<file path="config.mk">
export PLATFORM = sky130hd
export DESIGN_NAME = line_mem_arbiter
export DESIGN_NICKNAME = d
export VERILOG_FILES = /design/src/rtl/line_mem_arbiter.sv
export SDC_FILE = /design/constraint.sdc
export NUM_CORES = 1
export LEC_CHECK = 0
export ABC_AREA = 1
export CORE_MARGIN = 2
export CORE_UTILIZATION = 39
export CTS_CLUSTER_DIAMETER = 200
export DETAILED_ROUTE_END_ITERATION = 10
export GPL_TIMING_DRIVEN = 0
export HOLD_SLACK_MARGIN = 0.02
export PLACE_DENSITY = 0.83
export SKIP_CTS_REPAIR_TIMING = 1
export SLEW_MARGIN = 20
export SYNTH_ARGS = -nofsm -noshare
export SYNTH_HDL_FRONTEND = slang
export SYNTH_SLANG_ARGS = --single-unit
</file>
<file path="constraint.sdc">
create_clock -name clock -period 1.29 [get_ports clock]
set_input_delay 0.129 -clock clock [delete_from_list [all_inputs] [get_ports clock]]
set_output_delay 0.129 -clock clock [all_outputs]
set_load 0.005 [all_outputs]
</file>
<file path="src/rtl/line_mem_arbiter.sv">
// line_mem_arbiter: round-robin arbiter and sequencer for a small memory made of
// NUM_LINES single-byte lines that share read/write enables and a read bus.
// Each transaction runs IDLE -> ACCESS -> RESP. The line access happens in
// ACCESS, and the granted port gets a one-cycle ack in RESP.
//
// Ports:
//   clock, reset                 rising-edge clock, async active-low reset
//   req0/we0/addr0/wdata0/ack0   requester port 0 (req held until ack)
//   req1/we1/addr1/wdata1/ack1   requester port 1
//   rdata                        captured read data, valid in ack cycle, held
//   err                          pulses with ack for out-of-range addresses
//   busy                         high outside IDLE
//   line_select                  one-hot line select (ACCESS only)
//   read_en, write_en            shared line enables (ACCESS only)
//   mem_wdata                    shared write data bus (holds last value)
//   mem_rdata                    shared read bus from the lines
module line_mem_arbiter #(
  parameter int unsigned NUM_LINES = 4,
  parameter int unsigned ADDR_W    = 2,
  parameter int unsigned DATA_W    = 8
) (
  input  logic                 clock,
  input  logic                 reset,
  input  logic                 req0,
  input  logic                 we0,
  input  logic [ADDR_W-1:0]    addr0,
  input  logic [DATA_W-1:0]    wdata0,
  output logic                 ack0,
  input  logic                 req1,
  input  logic                 we1,
  input  logic [ADDR_W-1:0]    addr1,
  input  logic [DATA_W-1:0]    wdata1,
  output logic                 ack1,
  output logic [DATA_W-1:0]    rdata,
  output logic                 err,
  output logic                 busy,
  output logic [NUM_LINES-1:0] line_select,
  output logic                 read_en,
  output logic                 write_en,
  output logic [DATA_W-1:0]    mem_wdata,
  input  logic [DATA_W-1:0]    mem_rdata
);

  typedef enum logic [1:0] {
    IDLE   = 2'd0,
    ACCESS = 2'd1,
    RESP   = 2'd2
  } state_t;

  localparam logic [ADDR_W:0] LINES_C = (ADDR_W+1)'(NUM_LINES);

  state_t               state_q;
  logic                 last_grant_q;
  logic                 gnt_q;
  logic                 we_q;
  logic                 in_range_q;
  logic                 ack0_q;
  logic                 ack1_q;
  logic                 err_q;
  logic                 busy_q;
  logic                 read_en_q;
  logic                 write_en_q;
  logic [DATA_W-1:0]    rdata_q;
  logic [DATA_W-1:0]    mem_wdata_q;
  logic [NUM_LINES-1:0] line_select_q;

  logic                 gnt_d;
  logic                 we_d;
  logic [ADDR_W-1:0]    addr_d;
  logic [DATA_W-1:0]    wdata_d;
  logic                 in_range_d;
  logic [NUM_LINES-1:0] sel_d;

  // Winner selection and address decode for the candidate grant.
  always_comb begin
    gnt_d      = (req0 && req1) ? ~last_grant_q : req1;
    we_d       = gnt_d ? we1    : we0;
    addr_d     = gnt_d ? addr1  : addr0;
    wdata_d    = gnt_d ? wdata1 : wdata0;
    in_range_d = ({1'b0, addr_d} < LINES_C);
    sel_d      = '0;
    for (int unsigned i = 0; i < NUM_LINES; i++) begin
      if (addr_d == ADDR_W'(i)) sel_d[i] = 1'b1;
    end
  end

  // The address and write data are consumed at grant time: the decoded select
  // and range flag are latched instead of the raw address, and the write data
  // is loaded straight into mem_wdata, which then holds it.
  always_ff @(posedge clock or negedge reset) begin
    if (!reset) begin
      state_q       <= IDLE;
      last_grant_q  <= 1'b1;
      gnt_q         <= 1'b0;
      we_q          <= 1'b0;
      in_range_q    <= 1'b0;
      ack0_q        <= 1'b0;
      ack1_q        <= 1'b0;
      err_q         <= 1'b0;
      busy_q        <= 1'b0;
      read_en_q     <= 1'b0;
      write_en_q    <= 1'b0;
      rdata_q       <= '0;
      mem_wdata_q   <= '0;
      line_select_q <= '0;
    end else begin
      case (state_q)
        IDLE: begin
          if (req0 || req1) begin
            gnt_q         <= gnt_d;
            last_grant_q  <= gnt_d;
            we_q          <= we_d;
            in_range_q    <= in_range_d;
            busy_q        <= 1'b1;
            line_select_q <= sel_d;
            read_en_q     <= ~we_d;
            write_en_q    <= we_d;
            if (we_d) mem_wdata_q <= wdata_d;
            state_q       <= ACCESS;
          end
        end
        ACCESS: begin
          line_select_q <= '0;
          read_en_q     <= 1'b0;
          write_en_q    <= 1'b0;
          if (!we_q) rdata_q <= in_range_q ? mem_rdata : '0;
          ack0_q        <= ~gnt_q;
          ack1_q        <= gnt_q;
          err_q         <= ~in_range_q;
          state_q       <= RESP;
        end
        RESP: begin
          ack0_q  <= 1'b0;
          ack1_q  <= 1'b0;
          err_q   <= 1'b0;
          busy_q  <= 1'b0;
          state_q <= IDLE;
        end
        default: state_q <= IDLE;
      endcase
    end
  end

  assign ack0        = ack0_q;
  assign ack1        = ack1_q;
  assign rdata       = rdata_q;
  assign err         = err_q;
  assign busy        = busy_q;
  assign line_select = line_select_q;
  assign read_en     = read_en_q;
  assign write_en    = write_en_q;
  assign mem_wdata   = mem_wdata_q;

endmodule
</file>
==> metrics <==
CTS root buffer=clkbuf_8; DR WL/cell=13.0 um; core area=3940 sq um; drt pass-1 iters=4; # diodes=0; leading area contributor after synthesis=dfrtp_1; worst-path fanout max=6; initial antenna violation count=0; FMAX=0.738 GHz; Worst-path clk slew=0.07 ns; Setup CP Type=reg2reg; clock buffer count from CTS=5; total negative slack=-0.938 ns; IO buf count=58; startpoint type of the worst setup path=flip-flop; unrepaired setup endpoints after global routing=yes; crit-path cells=inv_2, ha_4, inv_4, nor2_4, nand3_2, nand2_1, nand2_1; syn avg cell area=8.25 sq um; Worst path most repeated cell=nand2_1; Final Core Density=66.8%; first-pass GRT wire length=6110 um; Die Area=4540 sq um; Final setup viols=22; largest net degree at the start of global routing=33; most frequent cells in the layout=nand2_1 (65), clkdlybuf4s50_1 (36), dfrtp_1 (31), nand3_1 (29), dlymetal6s2s_1 (21); Least-Margin Pin Slew=0.696 ns; vias in the first global route=1332; VDD IR max=0.863 mV; Worst-Skew Late Latency=0.28 ns; # IOs=60; count of unique library cells instantiated by Yosys=22; CTS Sinks=32; Yosys reg bits=32; crit path DAT=1.53 ns; Detailed Route WL=4220 um; Syn Inst Count=190; dpl ws=-0.218 ns; initial drt markers=104; starting density of the core=39.8%; total grt overflow=0; hpwl dp=2710 um; failing checks=setup timing; Final min period=1.36 ns; commonest non-fill, non-tap cell in the layout=nand2_1; synth warn=0; Buf+Inv Stages, Crit Path=2; register area share after synthesis=51.2%; data required time at the worst endpoint=1.47 ns; Die Y=67.4 um; Max-cap violations=0; critical path endpoint category=flip-flop; Nets=311; Pwr Density=2040 nW/um^2; CTS tree=built; RePlAce Congestion=0.773; Final Cycle Share=105%; Slew Limit Fails=0; DRC viols=0; Hold/Removal Path Class=in2reg; worst relative slew slack=53.6%; synth top area cells=dfrtp_1 (49%), nand2_1 (17%), nand3_1 (11%), inv_1 (3.8%), o21ai_0 (3.5%); syn_nets=227; Via Count=1585; vias per cell=4.88; status=finished, violations left; Synth top area share=49.5%; Max Root-Sink Buffers=2; CP top delay family=simple AND/OR/NAND/NOR gates; Final WS setup=-0.0652 ns; CP peak stage delay=0.42 ns; P_leak=1.52 nW; clock skew=0.00621 ns; Fin. Hold Viols=0; htree depth=2; Die Wd=67.4 um; Synth-to-Final Area Change=68.0%; Critical-path top delay cell=dfrtp_1; post-synthesis cell area=1570 sq um; Post-DRT Antenna Nets=0; num rows=23; Total GRT Usage=18.0%; layout cells sized above 1=22.9%
-- path summary, 6_finish.rpt --
path	from	cells after the start	to	slack, ns
worst max-delay path	state_q[0]$_DFFE_PN0P_	7	mem_wdata[5]$_DFFE_PN0P_	-0.07
worst min-delay path	req1	3	state_q[0]$_DFFE_PN0P_	0.19
worst max register to register	state_q[0]$_DFFE_PN0P_	7	mem_wdata[5]$_DFFE_PN0P_	-0.07
worst min register to register	gnt_q$_DFFE_PN0P_	1	ack0$_DFFE_PN0P_	0.46
max in group asynchronous	reset	2	state_q[1]$_DFFE_PN0P_	0.40
min in group asynchronous	reset	2	in_range_q$_DFFE_PN0P_	0.44
-- worst min-delay path, stage by stage --
cell     delay, ns
buf_6         0.12
nor2_4        0.06
a21oi_1       0.11
-- metal layers --
layer  share of wire (%)  vias to the layer above  track usage (%)
met1                  43                      739             22.6
met5                   0                        -                0
met2                  50                       55             29.5
met3                 6.0                        8             5.50
met4                 1.5                        0             6.12
li1                    -                      783                -
-- report_power, final --
part | switching [mW] | internal [mW]
Sequential | 0.224 | 1.43
Combinational | 1.34 | 1.46
Clock | 0.354 | 0.573
Total | 1.91 | 3.46
-- cells by family after synthesis --
logic type,share of synthesized area (%)
AOI/OAI and AO/OA,5.59
adders and majority gates,2.39
buffers and inverters,7.10
DFF,51.2
and+or+nand+nor,33.8
-- Yosys cell counts (all sizes together) --
cell type / n
or2: 1
clkbuf: 1
dfrtp: 31
inv: 16
buf: 6
o22ai: 3
nand3b: 1
o21ai: 12
nor3: 1
nor2: 3
a21oi: 1
ha: 3
dfstp: 1
nand2: 73
nand3: 37
-- flip-flops by register name (all words and copies together) (netlist names), 2 cells and up --
register / count
mem_wdata: 8
state_q: 2
rdata: 8
line_select: 4
-- area by class of cell --
cell class / count / area (sq um)
plain buffers: 7 / 53.8
clock buffers: 6 / 72.6
clock inverters: 2 / 35.0
fillers: 317 / 1310
inverters: 16 / 66.3
multi-input cells: 136 / 768
flip-flops and latches: 32 / 802
well taps: 50 / 62.6
repair buffers: 76 / 773
-- stage by stage --
step           instances  instance area (sq um)  power, mW  hold WS, ns
6_report             325                   2630       5.38        0.188
5_1_grt              325                   2630       5.80        0.203
4_1_cts              306                   2320       4.75      -0.0847
3_5_place_dp         298                   2210       3.81        0.219
3_3_place_gp         298                   2210       3.73        0.452
2_1_floorplan        190                   1570       2.74       -0.167
(Power assumes the default switching activity.)
